## config.mk

```make
export PLATFORM = sky130hd
export DESIGN_NAME = cdb_arbiter_flat
export DESIGN_NICKNAME = d
export VERILOG_FILES = /design/src/rtl/cdb_arbiter_if.sv /design/src/rtl/cdb_arbiter.sv /design/src/flat_wrapper.sv
export SDC_FILE = /design/constraint.sdc
export NUM_CORES = 1
export LEC_CHECK = 0
export ABC_AREA = 1
export BUFFER_PORTS_ARGS = -buffer_cell sky130_fd_sc_hd__buf_2
export CORE_ASPECT_RATIO = 0.7
export CORE_UTILIZATION = 62
export DETAILED_ROUTE_END_ITERATION = 16
export HOLD_SLACK_MARGIN = 0.03
export PLACE_DENSITY = 0.85
export SYNTH_ARGS = -nofsm -noshare
export SYNTH_HDL_FRONTEND = slang
export SYNTH_SLANG_ARGS = --single-unit
```

## constraint.sdc

```tcl
create_clock -name clock -period 7 [get_ports clock]
set_clock_uncertainty 0.2 [all_clocks]
set_input_delay 1.05 -clock clock [delete_from_list [all_inputs] [get_ports clock]]
set_output_delay 1.05 -clock clock [all_outputs]
set_load 0.02 [all_outputs]
```

## src/rtl/cdb_arbiter_if.sv

```systemverilog
// Bundle between the functional units and the CDB arbiter: per-FU result
// ports with ready, plus the registered common-data-bus broadcast.
interface cdb_arbiter_if #(
  parameter int NUM_FU = 3,
  parameter int TAG_W  = 5,
  parameter int XLEN   = 32
) ();
  localparam int SRC_W = (NUM_FU > 1) ? $clog2(NUM_FU) : 1;

  logic [NUM_FU-1:0]       fu_valid;
  logic [NUM_FU*TAG_W-1:0] fu_tag;
  logic [NUM_FU*XLEN-1:0]  fu_value;
  logic [NUM_FU-1:0]       fu_take_branch;
  logic [NUM_FU*XLEN-1:0]  fu_target;
  logic [NUM_FU-1:0]       fu_ready;

  logic                    cdb_valid;
  logic [TAG_W-1:0]        cdb_tag;
  logic [XLEN-1:0]         cdb_value;
  logic                    cdb_take_branch;
  logic [XLEN-1:0]         cdb_target;
  logic [SRC_W-1:0]        cdb_src;

  // Functional-unit / consumer side.
  modport master (
    output fu_valid, fu_tag, fu_value, fu_take_branch, fu_target,
    input  fu_ready,
    input  cdb_valid, cdb_tag, cdb_value, cdb_take_branch, cdb_target, cdb_src
  );

  // Arbiter side.
  modport slave (
    input  fu_valid, fu_tag, fu_value, fu_take_branch, fu_target,
    output fu_ready,
    output cdb_valid, cdb_tag, cdb_value, cdb_take_branch, cdb_target, cdb_src
  );
endinterface

```

## src/rtl/cdb_arbiter.sv

```systemverilog
// Completion-stage arbiter: per-FU result FIFOs drained one entry per cycle
// onto a registered CDB with round-robin priority; a taken branch flushes all.
module cdb_arbiter #(
  parameter int NUM_FU = 3,
  parameter int TAG_W  = 5,
  parameter int XLEN   = 32,
  parameter int DEPTH  = 2
) (
  input logic          clock,
  input logic          reset,
  cdb_arbiter_if.slave bus
);
  localparam int PTR_W = (DEPTH > 1) ? $clog2(DEPTH) : 1;
  localparam int CNT_W = PTR_W + 1;
  localparam int SRC_W = (NUM_FU > 1) ? $clog2(NUM_FU) : 1;
  localparam logic [CNT_W-1:0] FULL = CNT_W'(DEPTH);
  localparam logic [SRC_W:0]   NFU  = (SRC_W + 1)'(NUM_FU);
  localparam logic [SRC_W-1:0] LAST = SRC_W'(NUM_FU - 1);

  logic [TAG_W-1:0] tag_mem_q [NUM_FU][DEPTH];
  logic [TAG_W-1:0] tag_mem_d [NUM_FU][DEPTH];
  logic [XLEN-1:0]  val_mem_q [NUM_FU][DEPTH];
  logic [XLEN-1:0]  val_mem_d [NUM_FU][DEPTH];
  logic [XLEN-1:0]  tgt_mem_q [NUM_FU][DEPTH];
  logic [XLEN-1:0]  tgt_mem_d [NUM_FU][DEPTH];
  logic             br_mem_q  [NUM_FU][DEPTH];
  logic             br_mem_d  [NUM_FU][DEPTH];

  logic [PTR_W-1:0] wr_ptr_q [NUM_FU];
  logic [PTR_W-1:0] wr_ptr_d [NUM_FU];
  logic [PTR_W-1:0] rd_ptr_q [NUM_FU];
  logic [PTR_W-1:0] rd_ptr_d [NUM_FU];
  logic [CNT_W-1:0] count_q  [NUM_FU];
  logic [CNT_W-1:0] count_d  [NUM_FU];
  logic [SRC_W-1:0] rr_q, rr_d;

  logic             cdb_valid_q, cdb_valid_d;
  logic [TAG_W-1:0] cdb_tag_q, cdb_tag_d;
  logic [XLEN-1:0]  cdb_value_q, cdb_value_d;
  logic             cdb_br_q, cdb_br_d;
  logic [XLEN-1:0]  cdb_target_q, cdb_target_d;
  logic [SRC_W-1:0] cdb_src_q, cdb_src_d;

  logic [NUM_FU-1:0] ready, nonempty, push, pop;
  logic              flush, found;
  logic [SRC_W-1:0]  winner;
  logic [SRC_W:0]    scan;

  // The broadcast itself is never suppressed; flushing acts on the next edge.
  assign flush = cdb_valid_q & cdb_br_q;

  for (genvar gi = 0; gi < NUM_FU; gi++) begin : g_fu
    assign ready[gi]    = (count_q[gi] != FULL);
    assign nonempty[gi] = (count_q[gi] != '0);
    assign push[gi]     = bus.fu_valid[gi] & ready[gi] & ~flush;
    assign pop[gi]      = found & ~flush & (winner == SRC_W'(gi));
  end

  // Scan from rr_q with an explicit wrap so NUM_FU need not be a power of two.
  always_comb begin
    found  = 1'b0;
    winner = '0;
    scan   = '0;
    for (int k = 0; k < NUM_FU; k++) begin
      scan = {1'b0, rr_q} + (SRC_W + 1)'(k);
      if (scan >= NFU) scan = scan - NFU;
      if (!found && nonempty[scan[SRC_W-1:0]]) begin
        found  = 1'b1;
        winner = scan[SRC_W-1:0];
      end
    end
  end

  always_comb begin
    tag_mem_d = tag_mem_q;
    val_mem_d = val_mem_q;
    tgt_mem_d = tgt_mem_q;
    br_mem_d  = br_mem_q;
    for (int i = 0; i < NUM_FU; i++) begin
      wr_ptr_d[i] = wr_ptr_q[i];
      rd_ptr_d[i] = rd_ptr_q[i];
      count_d[i]  = count_q[i];
      if (flush) begin
        wr_ptr_d[i] = '0;
        rd_ptr_d[i] = '0;
        count_d[i]  = '0;
      end else begin
        if (push[i]) begin
          tag_mem_d[i][wr_ptr_q[i]] = bus.fu_tag[i*TAG_W +: TAG_W];
          val_mem_d[i][wr_ptr_q[i]] = bus.fu_value[i*XLEN +: XLEN];
          tgt_mem_d[i][wr_ptr_q[i]] = bus.fu_target[i*XLEN +: XLEN];
          br_mem_d[i][wr_ptr_q[i]]  = bus.fu_take_branch[i];
          wr_ptr_d[i] = wr_ptr_q[i] + PTR_W'(1);
        end
        if (pop[i]) rd_ptr_d[i] = rd_ptr_q[i] + PTR_W'(1);
        count_d[i] = count_q[i] + CNT_W'(push[i]) - CNT_W'(pop[i]);
      end
    end
  end

  // Payload fields hold when idle; only cdb_valid drops.
  always_comb begin
    cdb_valid_d  = 1'b0;
    cdb_tag_d    = cdb_tag_q;
    cdb_value_d  = cdb_value_q;
    cdb_br_d     = cdb_br_q;
    cdb_target_d = cdb_target_q;
    cdb_src_d    = cdb_src_q;
    rr_d         = rr_q;
    if (flush) begin
      rr_d = '0;
    end else if (found) begin
      cdb_valid_d  = 1'b1;
      cdb_tag_d    = tag_mem_q[winner][rd_ptr_q[winner]];
      cdb_value_d  = val_mem_q[winner][rd_ptr_q[winner]];
      cdb_br_d     = br_mem_q[winner][rd_ptr_q[winner]];
      cdb_target_d = tgt_mem_q[winner][rd_ptr_q[winner]];
      cdb_src_d    = winner;
      rr_d         = (winner == LAST) ? '0 : winner + SRC_W'(1);
    end
  end

  always_ff @(posedge clock or negedge reset) begin
    if (!reset) begin
      for (int i = 0; i < NUM_FU; i++) begin
        wr_ptr_q[i] <= '0;
        rd_ptr_q[i] <= '0;
        count_q[i]  <= '0;
      end
      rr_q         <= '0;
      cdb_valid_q  <= 1'b0;
      cdb_tag_q    <= '0;
      cdb_value_q  <= '0;
      cdb_br_q     <= 1'b0;
      cdb_target_q <= '0;
      cdb_src_q    <= '0;
    end else begin
      wr_ptr_q     <= wr_ptr_d;
      rd_ptr_q     <= rd_ptr_d;
      count_q      <= count_d;
      rr_q         <= rr_d;
      cdb_valid_q  <= cdb_valid_d;
      cdb_tag_q    <= cdb_tag_d;
      cdb_value_q  <= cdb_value_d;
      cdb_br_q     <= cdb_br_d;
      cdb_target_q <= cdb_target_d;
      cdb_src_q    <= cdb_src_d;
    end
  end

  // Storage carries no reset; validity is tracked by the counters alone.
  always_ff @(posedge clock) begin
    tag_mem_q <= tag_mem_d;
    val_mem_q <= val_mem_d;
    tgt_mem_q <= tgt_mem_d;
    br_mem_q  <= br_mem_d;
  end

  assign bus.fu_ready        = ready;
  assign bus.cdb_valid       = cdb_valid_q;
  assign bus.cdb_tag         = cdb_tag_q;
  assign bus.cdb_value       = cdb_value_q;
  assign bus.cdb_take_branch = cdb_br_q;
  assign bus.cdb_target      = cdb_target_q;
  assign bus.cdb_src         = cdb_src_q;
endmodule
```

## src/flat_wrapper.sv

```systemverilog
// flat-port wrapper written by rule: the top's interface ports become plain ports
module cdb_arbiter_flat 
#(
  parameter int NUM_FU = 3,
  parameter int TAG_W  = 5,
  parameter int XLEN   = 32,
  parameter int DEPTH  = 2
)
  (clock, reset, bus_fu_valid, bus_fu_tag, bus_fu_value, bus_fu_take_branch, bus_fu_target, bus_fu_ready, bus_cdb_valid, bus_cdb_tag, bus_cdb_value, bus_cdb_take_branch, bus_cdb_target, bus_cdb_src);
  cdb_arbiter_if #(.NUM_FU(NUM_FU), .TAG_W(TAG_W), .XLEN(XLEN)) bus_i ();
  input logic clock;
  input logic reset;
  input wire logic [$bits(bus_i.fu_valid)-1:0] bus_fu_valid;
  input wire logic [$bits(bus_i.fu_tag)-1:0] bus_fu_tag;
  input wire logic [$bits(bus_i.fu_value)-1:0] bus_fu_value;
  input wire logic [$bits(bus_i.fu_take_branch)-1:0] bus_fu_take_branch;
  input wire logic [$bits(bus_i.fu_target)-1:0] bus_fu_target;
  output wire logic [$bits(bus_i.fu_ready)-1:0] bus_fu_ready;
  output wire logic [$bits(bus_i.cdb_valid)-1:0] bus_cdb_valid;
  output wire logic [$bits(bus_i.cdb_tag)-1:0] bus_cdb_tag;
  output wire logic [$bits(bus_i.cdb_value)-1:0] bus_cdb_value;
  output wire logic [$bits(bus_i.cdb_take_branch)-1:0] bus_cdb_take_branch;
  output wire logic [$bits(bus_i.cdb_target)-1:0] bus_cdb_target;
  output wire logic [$bits(bus_i.cdb_src)-1:0] bus_cdb_src;
  assign bus_i.fu_valid = bus_fu_valid;
  assign bus_i.fu_tag = bus_fu_tag;
  assign bus_i.fu_value = bus_fu_value;
  assign bus_i.fu_take_branch = bus_fu_take_branch;
  assign bus_i.fu_target = bus_fu_target;
  assign bus_fu_ready = bus_i.fu_ready;
  assign bus_cdb_valid = bus_i.cdb_valid;
  assign bus_cdb_tag = bus_i.cdb_tag;
  assign bus_cdb_value = bus_i.cdb_value;
  assign bus_cdb_take_branch = bus_i.cdb_take_branch;
  assign bus_cdb_target = bus_i.cdb_target;
  assign bus_cdb_src = bus_i.cdb_src;
  cdb_arbiter #(.NUM_FU(NUM_FU), .TAG_W(TAG_W), .XLEN(XLEN), .DEPTH(DEPTH)) u_core (.clock(clock), .reset(reset), .bus(bus_i));
endmodule
```

==> flow_results.org <==
** CTS
- CTS root buf :: sky130_fd_sc_hd__clkbuf_16
- Number of gates resized after CTS :: 0
- The clock net in this run drives a total of 507 sinks.
- The clock tree synthesis step divided the H-tree into 2 levels.
- Buffers inserted during clock tree synthesis total 47.
- Clock slew at reported path FFs :: 70 ps
- TritonCTS built the clock tree.
- Count of hold buffers inserted by post-cts repair :: 0
- For the worst-skew pair, the clock arrives at the later sink with an insertion delay of 570 ps.
- Post CTS Setup Buffer Count :: 0
- In this run the deepest clock path goes through 3 buffers.

** Die
- The initialized floorplan defines 57 standard-cell rows.
- The floorplan step set the die width to 227 um.
- Placeable core area :: 34700 um2
- Top-Level Pins :: 291
- The floorplan step set the die height to 159 um.
- The die covers 36100 um2.
- The initial utilization of the core area, before any placement, comes to 0.630.

** Timing
- Crit path time final :: 4810 ps
- Setup violations remaining at the end of the flow were counted as 0.
- Final total negative setup slack :: 0 ps
- F_max :: 0.208 GHz
- Hold_ws :: 245 ps
- Setup repair after global routing left no endpoint under its margin.
- Final hold viol count :: 0
- Max Transition Viols Final :: 0
- Slew @ Worst Pin :: 1400 ps
- In this run the tightest slew margin relative to its limit is 0.0685.
- Final critical-path share of the clock period :: 0.687

** Cells and area
- Relative to the synthesized area, the layout overhead comes to 14.4%.
- Number of nets in the layout :: 2624
- Fill cells in the final layout number 2318.
- Total area of sequential cells :: 14800 um2
- In the final layout, the multi-input gates occupy 5400 um2.
- Of the cells placed in the final design, the portion with a size suffix greater than 1 is 0.164.

** Routing
- DRC violations left :: 0
- Overall via count from detail_route :: 16500
- Average wire length per cell after detail routing :: 19.6 um
- The first detailed-routing pass ran for 6 iterations.
- Number of design-rule violations left by the first detailed-router iteration :: 1874
- The count of nets left with antenna violations once routing finished came out at 0.
- After detailed routing, the total wire length is 57.1 mm.
- Average via count per standard cell :: 5.66

** Placed design
- Port buffering added 290 buffers.
- At the end of routability-driven placement, the weighted congestion stood at 0.878.
- The HPWL after detailed placement is 32.5 mm.

** Setup path
- STA classifies the critical path endpoint as a register.
- Setup slack on the worst reg-to-reg path comes out at 2190 ps.
- Worst stage delay on the critical path :: 820 ps
- Family with the most delay on the worst path :: simple AND/OR/NAND/NOR gates
- Crit path DAT :: 5110 ps
- CP startpoint kind :: register
- Critical path start-end classification :: register to register
- RR Endpoint :: u_core.bus.cdb_value[29]
- CP Data Required Time :: 7300 ps
- Worst path cell trace :: inv_1 > ha_1 > inv_1 > nand2_1 > nand3_1 > nand2_1 > nor2_4 > nand3_1 > nand2_4 > buf_4 > nand3_2 > nand2_4 > nand2_1 > nand2_1 > nand2_1 > nand2_1
- Worst-path fanout max :: 82
- Number of cells traversed by the worst register-to-register path :: 16
- Reg-to-Reg Start :: u_core.rr_q[0]
- The critical path contains buffers and inverters numbering 3 combined.
- The most numerous cell type found on the critical path is sky130_fd_sc_hd__nand2_1.
- On the critical path, the stage with the largest delay is an instance of sky130_fd_sc_hd__buf_4.

** Global routing
- Global-route wire length before repair :: 87.0 mm
- Overall fraction of global-route tracks in use :: 0.320
- Entering global routing, the biggest net connects 115 pins.
- Number of antenna violations at the first check in global routing :: 6
- Global routing finished with a remaining overflow of 0.
- The via count of the first global-routing pass came to 16100.

** Yosys
- The number of nets in the synthesized netlist is 2385.
- Count of flip-flops with a built-in enable after synthesis :: 420
- Mapped cell area :: 21900 um2
- Area share of the largest cell type after synthesis :: 0.576
- Of the synthesized area, sequential elements account for 0.676.
- The most used flip-flop cell after synthesis is sky130_fd_sc_hd__edfxtp_1.
- After synthesis, the share of flip-flops with an asynchronous set or reset is 0.172.
- The Yosys step of the flow raised 0 warnings.
- Number of cells produced by synthesis :: 2161
- Count leader, synth :: sky130_fd_sc_hd__nand2_1
- Leading cell types by count after synthesis :: sky130_fd_sc_hd__nand2_1, sky130_fd_sc_hd__edfxtp_1, sky130_fd_sc_hd__nand3_1
- Number of different library cells in the post-synthesis netlist :: 25
- By area the synthesized netlist is led by sky130_fd_sc_hd__edfxtp_1, sky130_fd_sc_hd__nand2_1, sky130_fd_sc_hd__dfrtp_1.
- Avg Cell Area, Syn :: 10.1 um2
- In this run, synthesis produced a sequential element count of 507.
- The biggest area contributor in the post-synthesis netlist is sky130_fd_sc_hd__edfxtp_1.

** Flow run
- Count of maximum capacitance violations :: 0

** Hold path
- In this run the worst hold path is classified as input pin to asynchronous set/reset pin.

** Outcome
- Result of the run :: finished, final reports clean
## worst reg2reg max path, stage by stage, from the launching register on
cell	delay, ps
sky130_fd_sc_hd__dfrtp_1	360
sky130_fd_sc_hd__inv_1	80
sky130_fd_sc_hd__ha_1	320
sky130_fd_sc_hd__inv_1	170
sky130_fd_sc_hd__nand2_1	90
sky130_fd_sc_hd__nand3_1	100
sky130_fd_sc_hd__nand2_1	110
sky130_fd_sc_hd__nor2_4	130
sky130_fd_sc_hd__nand3_1	140
sky130_fd_sc_hd__nand2_4	630
sky130_fd_sc_hd__buf_4	850
sky130_fd_sc_hd__nand3_2	320
sky130_fd_sc_hd__nand2_4	800
sky130_fd_sc_hd__nand2_1	160
sky130_fd_sc_hd__nand2_1	120
sky130_fd_sc_hd__nand2_1	50
sky130_fd_sc_hd__nand2_1	110
## metal layers
layer / routed length (um) / up-vias / track usage / share of wire
met2: 26600 / 1134 / 0.502 / 0.47
met3: 6200 / 170 / 0.0596 / 0.11
met5: 13 / - / 0 / 0.00023
met1: 22200 / 7763 / 0.445 / 0.39
met4: 2030 / 2 / 0.133 / 0.036
li1: - / 7437 / - / -
## registers in the layout (all words and copies together) (netlist names), 3 cells and up
register and flops:
u_core.br_mem_q 6, u_core.bus.cdb_target 32, u_core.rd_ptr_q 3, u_core.bus.cdb_value 32, u_core.bus.cdb_tag 5, u_core.wr_ptr_q 3
u_core.val_mem_q 192, u_core.tgt_mem_q 192, u_core.count_q 6, u_core.tag_mem_q 30
## placed cells by master (no fill, tap or decap), types with 2 or more instances in the layout
| cell | n |
|---|---|
| sky130_fd_sc_hd__bufinv_16 | 5 |
| sky130_fd_sc_hd__xnor2_1 | 3 |
| sky130_fd_sc_hd__nand2_2 | 3 |
| sky130_fd_sc_hd__clkbuf_16 | 48 |
| sky130_fd_sc_hd__dfrtp_1 | 87 |
| sky130_fd_sc_hd__xor2_1 | 3 |
| sky130_fd_sc_hd__nand2_4 | 7 |
| sky130_fd_sc_hd__inv_2 | 3 |
| sky130_fd_sc_hd__buf_4 | 15 |
| sky130_fd_sc_hd__nor2_4 | 7 |
| sky130_fd_sc_hd__inv_1 | 300 |
| sky130_fd_sc_hd__edfxtp_1 | 420 |
| sky130_fd_sc_hd__buf_2 | 289 |
| sky130_fd_sc_hd__clkbuf_1 | 8 |
| sky130_fd_sc_hd__a21oi_1 | 3 |
| sky130_fd_sc_hd__nand3_2 | 5 |
| sky130_fd_sc_hd__ha_1 | 9 |
| sky130_fd_sc_hd__clkinv_2 | 9 |
| sky130_fd_sc_hd__nand2_1 | 801 |
| sky130_fd_sc_hd__clkinv_1 | 13 |
| sky130_fd_sc_hd__o21ai_0 | 9 |
| sky130_fd_sc_hd__nor2_1 | 13 |
| sky130_fd_sc_hd__inv_6 | 2 |
| sky130_fd_sc_hd__nand3_1 | 365 |
| sky130_fd_sc_hd__nand4_1 | 3 |
| sky130_fd_sc_hd__clkbuf_8 | 3 |
| sky130_fd_sc_hd__diode_2 | 5 |
## layout make-up
| class | instances | area share |
|---|---|---|
| Inverter | 305 | 0.0458 |
| Antenna cell | 5 | 0.000500 |
| Clock inverter | 29 | 0.0109 |
| Tap cell | 472 | 0.0236 |
| Clock buffer | 59 | 0.0508 |
| Multi-Input combinational cell | 1235 | 0.215 |
| Timing Repair Buffer | 304 | 0.0623 |
| Sequential cell | 507 | 0.591 |
## worst max path at each step
stage,from,end,slack (ps),depth (start not counted)
floorplan,bus_fu_valid[2],u_core.br_mem_q[1],2060,4
global placement,u_core.rr_q[0],u_core.bus.cdb_target[14],2540,16
detailed placement,u_core.rr_q[0],u_core.bus.cdb_value[23],2350,16
CTS,u_core.rr_q[0],u_core.bus.cdb_value[29],2310,16
global route,u_core.rr_q[0],u_core.bus.cdb_value[29],1920,16
finish,u_core.rr_q[0],u_core.bus.cdb_value[29],2190,16
## stage by stage
stage	instance area, um2	util	cells	worst slack, ps
final	25000	0.721	2916	2190
after global routing	25000	0.721	2912	1920
after CTS	25000	0.721	2911	2310
after detailed placement	23500	0.676	2823	2350
after global placement	23500	0.676	2823	2540
after floorplan	21900	-	2161	2060
## kinds of logic after synthesis
logic type               synth area share
AO/OA/AOI/OAI                     0.00303
AND/OR/NAND/NOR                     0.232
flip-flops                          0.676
adder cells (fa/ha/maj)           0.00514
XOR/XNOR                          0.00240
buffers and inverters              0.0820
Power is left out: the tool's default activity adds up to more than one toggle a clock period on the data nets, which glitch-free logic cannot reach.
